### src/rtl/alu_pkg.sv
// Shared opcode encodings and response flag layout for the ALU request/response slice.
package alu_pkg;

   localparam int unsigned OP_W   = 3;
   localparam int unsigned FLAG_W = 3;

   localparam logic [OP_W-1:0] OP_ADD  = 3'b000;
   localparam logic [OP_W-1:0] OP_SUB  = 3'b001;
   localparam logic [OP_W-1:0] OP_AND  = 3'b010;
   localparam logic [OP_W-1:0] OP_OR   = 3'b011;
   localparam logic [OP_W-1:0] OP_XOR  = 3'b100;
   localparam logic [OP_W-1:0] OP_NOTA = 3'b101;

   typedef struct packed {
      logic carry;
      logic zero;
      logic err;
   } rsp_flags_t;

endpackage

### src/rtl/alu_req_core.sv
// Combinational ALU datapath: (a, b, op) -> (result, carry, zero, err).
module alu_req_core
   import alu_pkg::*;
#(
   parameter int unsigned W = 4
) (
   input  logic [W-1:0]    a,
   input  logic [W-1:0]    b,
   input  logic [OP_W-1:0] op,
   output logic [W-1:0]    result,
   output logic            carry,
   output logic            zero,
   output logic            err
);

   logic [W:0] sum;
   logic [W:0] diff;

   // The (W+1)-bit difference's top bit is the unsigned borrow (a < b).
   assign sum  = {1'b0, a} + {1'b0, b};
   assign diff = {1'b0, a} - {1'b0, b};

   always_comb begin
      result = '0;
      carry  = 1'b0;
      err    = 1'b0;
      case (op)
         OP_ADD:  {carry, result} = sum;
         OP_SUB:  {carry, result} = diff;
         OP_AND:  result = a & b;
         OP_OR:   result = a | b;
         OP_XOR:  result = a ^ b;
         OP_NOTA: result = ~a;
         default: err = 1'b1;
      endcase
   end

   assign zero = (result == '0);

endmodule

### src/rtl/alu_req_responder.sv
// ALU responder: valid/ready request in, 2-entry in-order response FIFO out.
// Optional ALU_REQ_STATS_EN adds saturating stat_ops/stat_errs counters.
module alu_req_responder
   import alu_pkg::*;
#(
   parameter int unsigned W     = 4,
   parameter int unsigned DEPTH = 2
) (
   input  logic            clk,
   input  logic            rst_n,
   input  logic            req_valid,
   output logic            req_ready,
   input  logic [W-1:0]    req_a,
   input  logic [W-1:0]    req_b,
   input  logic [OP_W-1:0] req_op,
   output logic            rsp_valid,
   input  logic            rsp_ready,
   output logic [W-1:0]    rsp_result,
   output logic            rsp_carry,
   output logic            rsp_zero,
`ifdef ALU_REQ_STATS_EN
   output logic            rsp_err,
   output logic [15:0]     stat_ops,
   output logic [15:0]     stat_errs
`else
   output logic            rsp_err
`endif
);

   typedef struct packed {
      logic [W-1:0] result;
      rsp_flags_t   flags;
   } entry_t;

   entry_t      mem [2];
   logic        wr_ptr;
   logic        rd_ptr;
   logic [1:0]  count;
   logic        push;
   logic        pop;
   entry_t      new_entry;

   alu_req_core #(.W(W)) u_core (
      .a      (req_a),
      .b      (req_b),
      .op     (req_op),
      .result (new_entry.result),
      .carry  (new_entry.flags.carry),
      .zero   (new_entry.flags.zero),
      .err    (new_entry.flags.err)
   );

   // req_ready depends only on the registered count, never on rsp_ready.
   assign req_ready = (count != 2'(DEPTH));
   assign rsp_valid = (count != 2'd0);
   assign push      = req_valid && req_ready;
   assign pop       = rsp_valid && rsp_ready;

   assign rsp_result = mem[rd_ptr].result;
   assign rsp_carry  = mem[rd_ptr].flags.carry;
   assign rsp_zero   = mem[rd_ptr].flags.zero;
   assign rsp_err    = mem[rd_ptr].flags.err;

   always_ff @(posedge clk or negedge rst_n) begin
      if (!rst_n) begin
         mem[0] <= '0;
         mem[1] <= '0;
         wr_ptr <= 1'b0;
         rd_ptr <= 1'b0;
         count  <= '0;
      end else begin
         if (push) begin
            mem[wr_ptr] <= new_entry;
            wr_ptr      <= ~wr_ptr;
         end
         if (pop) begin
            rd_ptr <= ~rd_ptr;
         end
         case ({push, pop})
            2'b10:   count <= count + 2'd1;
            2'b01:   count <= count - 2'd1;
            default: count <= count;
         endcase
      end
   end

`ifdef ALU_REQ_STATS_EN
   always_ff @(posedge clk or negedge rst_n) begin
      if (!rst_n) begin
         stat_ops  <= '0;
         stat_errs <= '0;
      end else if (push) begin
         if (stat_ops != '1) begin
            stat_ops <= stat_ops + 16'd1;
         end
         if (new_entry.flags.err && (stat_errs != '1)) begin
            stat_errs <= stat_errs + 16'd1;
         end
      end
   end
`endif

endmodule
### config.mk
export PLATFORM = sky130hd
export DESIGN_NAME = alu_req_responder
export DESIGN_NICKNAME = d
export VERILOG_FILES = /design/src/rtl/alu_pkg.sv /design/src/rtl/alu_req_core.sv /design/src/rtl/alu_req_responder.sv
export SDC_FILE = /design/constraint.sdc
export NUM_CORES = 1
export LEC_CHECK = 0
export ABC_AREA = 1
export BUFFER_PORTS_ARGS = -buffer_cell sky130_fd_sc_hd__buf_2
export CAP_MARGIN = 20
export CORE_ASPECT_RATIO = 1.75
export CORE_MARGIN = 5
export CORE_UTILIZATION = 40
export DETAILED_ROUTE_END_ITERATION = 10
export PLACE_DENSITY_LB_ADDON = 0.05
export SETUP_SLACK_MARGIN = 0.1
export SYNTH_ARGS = -nofsm -noshare
export SYNTH_HDL_FRONTEND = slang
export SYNTH_SLANG_ARGS = --single-unit
### constraint.sdc
create_clock -name clk -period 3.7 [get_ports clk]
set_input_delay 0.185 -clock clk [delete_from_list [all_inputs] [get_ports clk]]
set_output_delay 0.185 -clock clk [all_outputs]
set_load 0.03 [all_outputs]
# Word-level counts from Yosys, hierarchy flattened
# Index checks and enable logic that the tools add are counted.
# Widths: inputs -> output; s select.
[totals] output_inout_bits=9 input_bits=15 reg_bits=18
[classes] n_mux=10 eq_ne=8 order_cmp=3 reduce_logical=8 bitwise_logic=8 add_sub_neg=4
[ops] op="$mux 7" count=4
[ops] op="$pmux 4 s6" count=1
[ops] op="$bwmux 14" count=1
[ops] op="$demux 7 s1" count=1
[ops] op="$eq 3x2->1 const B" count=2
[ops] op="$eq 3x3->1 const B" count=2
[ops] op="$reduce_or 6->1" count=1
[ops] op="$add 4x4->5" count=1
[ops] op="$sub 4x4->5" count=1
[ops] op="$and 4x4->4" count=1
[ops] op="$ge 2x2->1 const B" count=2
[ops] op="$logic_not 4->1" count=1
[ops] op="$not 1->2" count=2
[ops] op="$not 4->4" count=1
[ops] op="$or 4x4->4" count=1
[ops] op="$pmux 2 s2" count=1
[ops] op="$reduce_bool 2->1" count=2
[ops] op="$xor 4x4->4" count=1
[ops] op="$eq 3x1->1 const B" count=1
[ops] op="$logic_and 1x1->1" count=3
[ops] op="$logic_not 3->1" count=1
[ops] op="$add 2x1->2 const B" count=1
[ops] op="$eq 2x1->1 const B" count=1
[ops] op="$eq 2x2->1 const B" count=1
[ops] op="6 further kinds" count=7

# Depth between registers and ports, before layout
# Gate-level depths: netlist (run 1).
[logic_depth] depth_word=6 ltp_mapped=13 mapped_depth_nobuf=13

# By module
# From an unflattened synthesis (run 1), not the netlist that was laid out.
[hier_totals] hier_cells=221 hier_area_um2=1564.0
[modules_own_cells] mod="alu_req_responder" seq_area_each_um2=450.4 cells_each=112 area_each_um2=927.1 instances=1
[modules_own_cells] mod="alu_req_core" seq_area_each_um2=0.0 cells_each=109 area_each_um2=636.9 instances=1

# Worst setup path after synthesis (run 1)
# OpenSTA, ideal clock, no wires.
[synth_timing] path_kind="register to register" startpoint="reg count[0]" endpoint="reg count[1]" slack_ns=2.013 stages_incl_launch_ff=8 arrival_ns=1.556 setup_time_ns=0.131 required_ns=3.569 cell_sequence="dfrtp_1 inv_1 nand2_1 nand2_2 ha_1 a21oi_1 o21ai_0 xor2_1"
[synth_between] elab_chain_len=4 elab_cells_between_ends=10 cone_classes="add/sub: 2; eq/ne: 3; mux: 1; reduce/logical: 4"
[synth_rtl] element="start: declaration" line_no="alu_req_responder.sv:38" text="logic [1:0] count;"
[synth_rtl] element="start signal: assignment" line_no="alu_req_responder.sv:80" text="2'b10: count <= count + 2'd1;"
[synth_rtl] element="start signal: assignment" line_no="alu_req_responder.sv:81" text="2'b01: count <= count - 2'd1;"
[synth_rtl] element="start signal: assignment" line_no="alu_req_responder.sv:82" text="default: count <= count;"
[synth_rtl] element="$ne 2x2->1 *" line_no="alu_req_responder.sv:54" text="assign req_ready = (count != 2'(DEPTH));"
[synth_rtl] element="via req_ready" line_no="alu_req_responder.sv:12" text="output logic req_ready,"
[synth_rtl] element="$logic_and 1x1->1 *" line_no="alu_req_responder.sv:56" text="assign push = req_valid && req_ready;"
[synth_rtl] element="$eq 2x1->1 or $eq 2x2->1 (tied branches)" line_no="alu_req_responder.sv:79" text="case ({push, pop})"
[synth_rtl] element="$pmux 2 s2 or $reduce_bool 2->1 (tied branches)"
# Mark *: on every way through the listed nets, which the timed path passes. The rest lies on a longest branch.
# A chain may end at the register's enable or synchronous reset.

# Final worst setup path (run 1)
[layout_timing] startpoint="in req_a[0]" endpoint="reg mem[9] (netlist bit)"
[layout_between] elab_chain_len=3 elab_cells_between_ends=4 cone_classes="add/sub: 2; mux: 2"
[layout_rtl] element="start: declaration" line_no="alu_req_responder.sv:13" text="input logic [W-1:0] req_a,"
[layout_rtl] element="$sub 4x4->5 or $add 4x4->5 (tied branches)" line_no="alu_req_core.sv:21, alu_req_core.sv:20"
[layout_rtl] element="$pmux 1 s2 *" line_no="alu_req_core.sv:27" text="case (op)"
[layout_rtl] element="$bwmux 14 *" line_no="alu_req_responder.sv:73" text="mem[wr_ptr] <= new_entry;"
[layout_rtl] element="end signal: indexed assignment" line_no="alu_req_responder.sv:73"
[layout_rtl] element="end: declaration" line_no="alu_req_responder.sv:35" text="entry_t mem [2];"
# Every way passes the cells marked *; elsewhere a longest branch is shown, timed or not.

==> parameters.txt, run 1 <==
Parameter                              Value

Status
  Outcome    complete, no violations

Setup path
  Worst endpoint required time    around 3.9 ns
  Critical path endpoint category    flip-flop
  Biggest fanout along the worst timing path    3
  Critical Path Slowest Stage Cell    fa_1
  Critical Path Stages    10
  Top Family by Delay on Critical Path    compound AO/OA/AOI/OAI gates
  Slowest Stage Delay on Critical Path    ~0.4 ns
  Cell Chain, Critical Path    buf_2, inv_1, ha_1, inv_1, fa_1, a21oi_1, nor2_1, o31ai_1, nand2_1, o21ai_0
  Worst Setup Start Kind    primary input
  Kind of critical path    primary input to flip-flop
  Number of buffer and inverter instances along the worst setup path    3
  Depth of the worst register-to-register path    7
  CP most frequent cell    inv_1
  Critical path arrival    between 1.5 and 2 ns

STA
  Worst Max-Slew Pin Slew    around 0.40 ns
  Post-Route Skew    ~0.00046 ns
  Setup slack after layout    approximately 2.1 ns
  Fin. Hold Viols    0
  Final slew viol count    0
  Rel. slew slack    between 70% and 80%
  Setup repair after global routing missed its margin    false
  Fmax achieved    about 640 MHz
  Final-report setup violation count    0
  Setup TNS    0 ns
  Fin crit period    1.55 ns
  Final worst path period share    a little over two fifths

Synth
  Largest area contributor in the netlist    dfrtp_1
  Portion of the post-synthesis area used by sequential elements    about 31%
  Basic-gate share of the synthesized area counting and, or, nand and nor cells    34.6%
  Count of flip-flops with a built-in enable after synthesis    0
  Number of instances in the synthesized netlist    208
  Most used flip-flop cell after synthesis    dfrtp_1
  Dominant combinational cell family by area after synthesis    simple AND/OR/NAND/NOR gates
  Total number of yosys warnings    0
  Syn_area_per_cell    6.93 sq um
  Synthesized net count    roughly 240
  Synth Area in XOR/XNOR    about 1.8%
  Share of async-settable or async-resettable flops after synthesis    100%
  Flip-flop and latch count after synthesis    18
  Post-synthesis adder-cell area fraction    14.1%
  Summed instance area of the synthesized netlist    around 1400 sq um
  Cells taking the most area after synthesis    dfrtp_1 (31%), nand2_1 (19%), ha_1 (11%), inv_1 (8.3%), o21ai_0 (4.9%)
  Mux contribution to synthesized area    0%
  Compound-Gate Fraction of Synth Area    under 10%
  Fraction of post-synthesis cell area in the top cell type by area    31.3%
  Post-synth cell types    24

Global routing
  Met3 usage in global routing    about 2.6%
  Number of antenna violations at the first check in global routing    0
  Met1 layer usage reported by global route    about 14%
  First-pass GRT wire length    about 6000 um
  Grt met2 use    a little under a third
  Largest net degree at the start of global routing    19
  Overall global routing resource usage    approximately 15%
  Layer carrying the most global-route usage    met2
  Residual overflow from global routing    0
  Vias in the first global route    about 1.4k

Run
  Number of max-capacitance violations reported    0

Detailed routing
  Via count of the routed design    around 1.3k
  Routed len/inst    around 12 um
  1st-pass router iterations    4
  Total DRC errors in the routed layout    0
  Remaining antenna violation count after routing    0
  Final Routed Wirelength    ~3400 um
  Number of vias per cell    4.74
  Starting DRT DRC Count    24

Clock tree
  Maximum number of buffers from clock root to sink    2
  CTS tree    done
  Deepest level of the CTS H-tree    1
  Cts bufs inserted    3
  Clk slew on worst S/H paths    0.07 ns
  Count of clock tree sinks    18
  Source-to-sink clock delay at the later pin of the worst-skew pair    between 0.2 and 0.3 ns
  Root buffer selected by CTS    clkbuf_8
  Number of post-CTS setup repair buffers    0

Layout
  Nets    265
  Antenna cell count    0
  Leading cell type in the layout, fill and taps excluded    nand2_1
  Layout overhead on the synthesized area    15.5%
  Share of layout cells above drive strength 1    around 17%
  Area of all placed cells without fillers    ~1700 sq um
  Final core utilization    46.8%
  Fill cell instance count of the final layout    between 300 and 400
  Most frequent cells in the layout    nand2_1 (74), inv_1 (32), buf_2 (23)

Placement
  Weighted congestion reported at the end of routability-driven placement    ~0.86
  Post-DP Area    1600 sq um
  Post-placement worst setup slack    around 1.9 ns
  Detail Placement HPWL    between 2000 and 3000 um
  Number of I/O port buffers    23

Min path
  Cell count of the worst hold path    3
  Min-delay worst type    primary input to flip-flop

Power and ir drop
  Flop pwr share    between 30% and 40%
  Power share of the clock group    approximately 16%
  Total power of the final layout    approximately 1.0 mW
  Sw frac    46.7%
  Static Leak    ~0.96 nW
  Combinational share of power    about half
  Internal power    between 500 and 600 uW
  Highest ir drop seen on vdd    around 0.00026 V
  Net switching component of the power    476 uW
  Power per Cell Area    roughly 610 nW/um^2

Die
  Top Ports    24
  Starting utilization of the core area    between 40% and 50%
  Row Count    29
  Core Area    about 3600 sq um
  Die area    a little under 5000 sq um
  Die Height    89.4 um
  Die X    approximately 55 um
-- registers in the layout (all words and copies together) (netlist names) --
| name | count |
|---|---|
| count | 2 |
| wr_ptr | 1 |
| mem | 14 |
| rd_ptr | 1 |
-- area by class of cell --
type | instances | area (sq um) | share of cell area, %
Multi-Input combinational cell | 152 | 841 | 50.5
Inverter | 36 | 135 | 8.12
Timing Repair Buffer | 24 | 125 | 7.52
Tap cell | 46 | 57.6 | 3.46
Clock buffer | 4 | 55.1 | 3.31
Sequential cell | 18 | 450 | 27.1
-- cell families after synthesis --
group | after synthesis
and+or+nand+nor | 112
buffers and inverters | 38
AOI/OAI and AO/OA | 22
DFF | 18
adders and majority gates | 15
xor gates and xnor gates | 3
-- metrics by stage --
stage                     hold WS [ns]  instances
after floorplan                 -0.111        208
after global routing             0.253        280
after detailed placement         0.140        275
final                            0.241        280
after global placement           0.132        275
after CTS                        0.238        280
-- path summary, 6_finish.rpt --
check | from | to | slack (ns)
setup / recovery | req_a[0] | mem[9]$_DFFE_PN0P_ | 2.15
hold / removal | rsp_ready | rd_ptr$_DFFE_PN0P_ | 0.24
setup reg to reg | count[0]$_DFFE_PN0P_ | count[1]$_DFFE_PN0P_ | 2.16
hold reg to reg | mem[1]$_DFFE_PN0P_ | mem[1]$_DFFE_PN0P_ | 0.48
max in group asynchronous | rst_n | mem[6]$_DFFE_PN0P_ | 3.03
min in group asynchronous | rst_n | count[1]$_DFFE_PN0P_ | 0.38
-- power by group through the flow --
stage                     Combinational (mW)  Sequential, mW  Clock (mW)
after CTS                              0.510           0.359       0.166
after detailed placement               0.506           0.362           0
final                                  0.501           0.357       0.161
after global placement                 0.495           0.360           0
after floorplan                        0.389           0.335           0
after global routing                   0.566           0.370       0.172
-- tightest hold or removal path, stage by stage --
cell and delay (ns):
buf_2 0.10, nand2_1 0.10, xor2_1 0.07
-- metal layers --
layer	share of wire (%)	vias to the layer above	wire, um
li1	-	690	-
met1	36	598	1220
met2	57	31	1960
met3	3.7	9	125
met4	3.2	0	108
met5	0	-	0
-- what timing repair did --
item                                    4_1_cts  5_1_grt
resized for setup                             0        0
endpoints found under the hold margin        18        0
hold buffers                                  1        0
endpoints found under the setup margin        0        0
-- synth_stat cells (2+ instances only) --
library cell / instances
a21oi_1: 5
dfrtp_1: 18
fa_1: 2
ha_1: 13
inv_1: 32
inv_2: 4
nand2_1: 74
nand2_2: 2
nand3_1: 12
nand4_1: 4
nor2_1: 10
nor2_2: 4
nor2_4: 2
o21ai_0: 14
o21ai_1: 2
xor2_1: 2
Power figures use the tool's default switching activity.
==> inputs of run 2 (changes only) <==
--- a/config.mk
+++ b/config.mk
@@ -5,7 +5,7 @@
 export SDC_FILE = /design/constraint.sdc
 export NUM_CORES = 1
 export LEC_CHECK = 0
-export ABC_AREA = 1
+export ABC_AREA = 0
 export BUFFER_PORTS_ARGS = -buffer_cell sky130_fd_sc_hd__buf_2
 export CAP_MARGIN = 20
 export CORE_ASPECT_RATIO = 1.75
==> constraint.sdc (replaced) <==
create_clock -name clk -period 1.3 [get_ports clk]
set_input_delay 0.065 -clock clk [delete_from_list [all_inputs] [get_ports clk]]
set_output_delay 0.065 -clock clk [all_outputs]
set_load 0.03 [all_outputs]
==> parameters.txt, run 2 <==
Parameter                              Value

Layout
  Most frequent cells in the layout    buf_4 (30), dfrtp_1 (17), buf_6 (16)
  Nets    238 (-10%)
  Leading cell type in the layout, fill and taps excluded    buf_4
  Antenna cell count    0 (unchanged)
  Register bank with the most flops    mem
  Final core utilization    66.6% (+20 points)
  Post-route insts no fill    251 (-10%)
  Fill cell instance count of the final layout    303 (-21%)
  Layout overhead on the synthesized area    61.4%
  Share of layout cells above drive strength 1    58.3% (+41 points)
  Number of flip-flops in the largest register    14 (unchanged)
  Largest registers    mem x14, count x2

Synth
  Cells taking the most area after synthesis    dfrtp_1 (32%), ha_1 (12%), mux2_2 (8.9%), nand2_1 (5.1%), inv_1 (4.1%)
  Share of async-settable or async-resettable flops after synthesis    100% (unchanged)
  Cell with the most instances after synthesis    nand2_1
  Count of flip-flops with a built-in enable after synthesis    0 (unchanged)
  Compound-Gate Fraction of Synth Area    19.4% (+12 points)
  Number of instances in the synthesized netlist    147 (-29%)
  Synthesized net count    177 (-26%)
  Total number of yosys warnings    0 (unchanged)
  Portion of the post-synthesis area used by sequential elements    32.4% (+1.2 points)
  Flip-flop and latch count after synthesis    18 (unchanged)
  Syn_area_per_cell    9.45 sq um (+36%)
  Basic-gate share of the synthesized area counting and, or, nand and nor cells    14.0% (-21 points)
  Largest area contributor in the netlist    dfrtp_1
  Synth Area in XOR/XNOR    3.15% (+1.3 points)
  Summed instance area of the synthesized netlist    1390 sq um (-3.6%)
  Dominant combinational cell family by area after synthesis    compound AO/OA/AOI/OAI gates
  Mux contribution to synthesized area    9.64% (+9.6 points)
  Fraction of post-synthesis cell area in the top cell type by area    32.4% (+1.2 points)
  Post-synthesis adder-cell area fraction    14.6% (+0.53 points)
  Most used standard cells in the synthesized netlist    nand2_1 (19), dfrtp_1 (18), inv_1 (15)
  Post-synth cell types    38 (+58%)
  Most used flip-flop cell after synthesis    dfrtp_1

STA
  Fin. Hold Viols    0 (unchanged)
  Final slew viol count    0 (unchanged)
  Setup slack after layout    -0.113 ns (-2.26 ns)
  Smallest hold slack    0.201 ns (-0.0402 ns)
  Final worst path period share    109%
  Post-Route Skew    0.00115 ns (+0.000695 ns)
  Rel. slew slack    73.0% (-0.13 points)
  Final-report setup violation count    17 (+17)
  Fin crit period    around 1.4 ns
  Worst Max-Slew Pin Slew    0.405 ns (+0.00192 ns)
  Setup repair after global routing missed its margin    true
  Setup TNS    -0.770 ns (-0.770 ns)
  Fmax achieved    slightly above 700 MHz

Setup path
  Worst endpoint required time    1.46 ns (-2.41 ns)
  Critical path arrival    1.57 ns (-0.15 ns)
  Flop-to-flop setup slack    -0.10 ns (-2.26 ns)
  Depth of the worst register-to-register path    6 (-1)
  Critical path endpoint category    flip-flop
  Worst Setup Start Kind    primary input
  Biggest fanout along the worst timing path    3 (unchanged)
  Kind of critical path    primary input to flip-flop

Detailed routing
  Routed len/inst    14.5 um (+20%)
  Final Routed Wirelength    3650 um (+7.2%)
  Total DRC errors in the routed layout    0 (unchanged)
  1st-pass router iterations    4 (unchanged)
  Via count of the routed design    1292 (-2.7%)
  Remaining antenna violation count after routing    0 (unchanged)
  Number of vias per cell    5.15 (+8.5%)
  Starting DRT DRC Count    24 (unchanged)

Power and ir drop
  Static Leak    1.06 nW (+11%)
  Internal power    2.39 mW (+340%)
  Highest ir drop seen on vdd    0.000889 V (+240%)
  Power per Cell Area    1750 nW/um^2 (+190%)
  Power share of the clock group    9.9% (-5.9 points)
  Flop pwr share    27.2% (-7.8 points)
  Combinational share of power    62.9% (+14 points)
  Net switching component of the power    1.54 mW (+220%)
  Sw frac    39.1% (-7.5 points)

Die
  Die area    4800 sq um (-3.1%)
  Row Count    28 (-3.4%)
  Die X    54.5 um (-1.5%)
  Top Ports    24 (unchanged)
  Core Area    3360 sq um (-5.4%)
  Starting utilization of the core area    41.3% (+0.76 points)
  Die Height    88.0 um (-1.6%)

Global routing
  Largest net degree at the start of global routing    19 (unchanged)
  Residual overflow from global routing    0 (unchanged)
  Number of antenna violations at the first check in global routing    0 (unchanged)
  Vias in the first global route    1414 (+3.7%)
  Overall global routing resource usage    17.5% (+2.3 points)
  First-pass GRT wire length    6120 um (+2.5%)

Min path
  Min-delay worst type    primary input to flip-flop
  Cell count of the worst hold path    3 (unchanged)

Placement
  Number of cells after detailed placement    235 (-15%)
  Weighted congestion reported at the end of routability-driven placement    0.834 (-3.5%)
  Detail Placement HPWL    2830 um (-1.6%)
  Number of I/O port buffers    23 (unchanged)

Status
  Violated checks    setup timing
  Outcome    finished with violations

Clock tree
  CTS tree    done
  Root buffer selected by CTS    clkbuf_8
  Deepest level of the CTS H-tree    1 (unchanged)
  Clk slew on worst S/H paths    0.06 ns (about the same)
  Maximum number of buffers from clock root to sink    2 (unchanged)
  Cts bufs inserted    3 (unchanged)
  Count of clock tree sinks    18 (unchanged)
  Source-to-sink clock delay at the later pin of the worst-skew pair    0.25 ns (about the same)

Run
  Number of max-capacitance violations reported    0 (unchanged)
## run 2: worst paths after layout
| path | to | from |
|---|---|---|
| max | mem[8]$_DFFE_PN0P_ | req_b[0] |
| min | mem[1]$_DFFE_PN0P_ | req_valid |
| max reg2reg | count[1]$_DFFE_PN0P_ | count[0]$_DFFE_PN0P_ |
| min reg2reg | mem[11]$_DFFE_PN0P_ | mem[11]$_DFFE_PN0P_ |
| max in group asynchronous | rd_ptr$_DFFE_PN0P_ | rst_n |
| min in group asynchronous | count[1]$_DFFE_PN0P_ | rst_n |
## run 2: kinds of logic (layout without fill, tap and decap cells)
| family | after synthesis | count (layout) |
|---|---|---|
| fa+ha+maj | 15 | 15 |
| simple gates | 40 | 40 |
| compound gates | 35 | 35 |
| xor+xnor | 5 | 5 |
| buf+inv | 22 | 81 |
| flops | 18 | 18 |
| mux | 12 | 12 |
## run 2: what timing repair did
action | 4_1_cts | 5_1_grt
setup buffers | 10 | 3
hold buffers | 1 | 0
endpoints found under the setup margin | 23 | 25
resized for setup | 62 | 16
pin swaps | 21 | 7
hold endpoints to repair | 18 | 0
## run 2: power groups by stage
| stage | Combinational (mW) | Clock, mW | Sequential (mW) |
|---|---|---|---|
| final | 2.47 | 0.387 | 1.07 |
| after global routing | 2.64 | 0.420 | 1.11 |
| after CTS | 2.32 | 0.398 | 1.08 |
| after detailed placement | 1.75 | 0 | 1.04 |
| after global placement | 1.71 | 0 | 1.02 |
| after floorplan | 1.34 | 0 | 0.952 |
## run 2: area by class of cell
| type | instances | area [sq um] | area share, % |
|---|---|---|---|
| timing repair buffer | 63 | 526 | 23.5 |
| clock buffer | 3 | 41.3 | 1.84 |
| multi-input combinational | 107 | 1100 | 49.2 |
| tap | 45 | 56.3 | 2.51 |
| inverter | 15 | 62.6 | 2.79 |
| sequential | 18 | 452 | 20.2 |
## run 2: critical path, cell delays in order
cell and delay, ns:
buf_8 0.09, ha_4 0.13, inv_2 0.04, fa_2 0.52
nand2b_1 0.05, o211ai_1 0.09, o311a_1 0.20, nand4b_1 0.13
o311ai_2 0.25
## run 2: metal layers
metal	global-route usage, %	vias up	wire length [um]
met2	32.6	41	2130
met1	16.1	611	1150
met3	1.87	19	126
met4	13.2	0	239
li1	-	621	-
met5	0	-	0
## run 2: per-stage QoR
step	cell area (sq um)	worst slack [ns]	total power, mW
finish	2240	-0.113	3.93
global route	2240	-0.197	4.18
CTS	2160	-0.150	3.80
detailed placement	1810	-0.493	2.79
global placement	1810	-0.431	2.73
floorplan	1500	-0.199	2.30
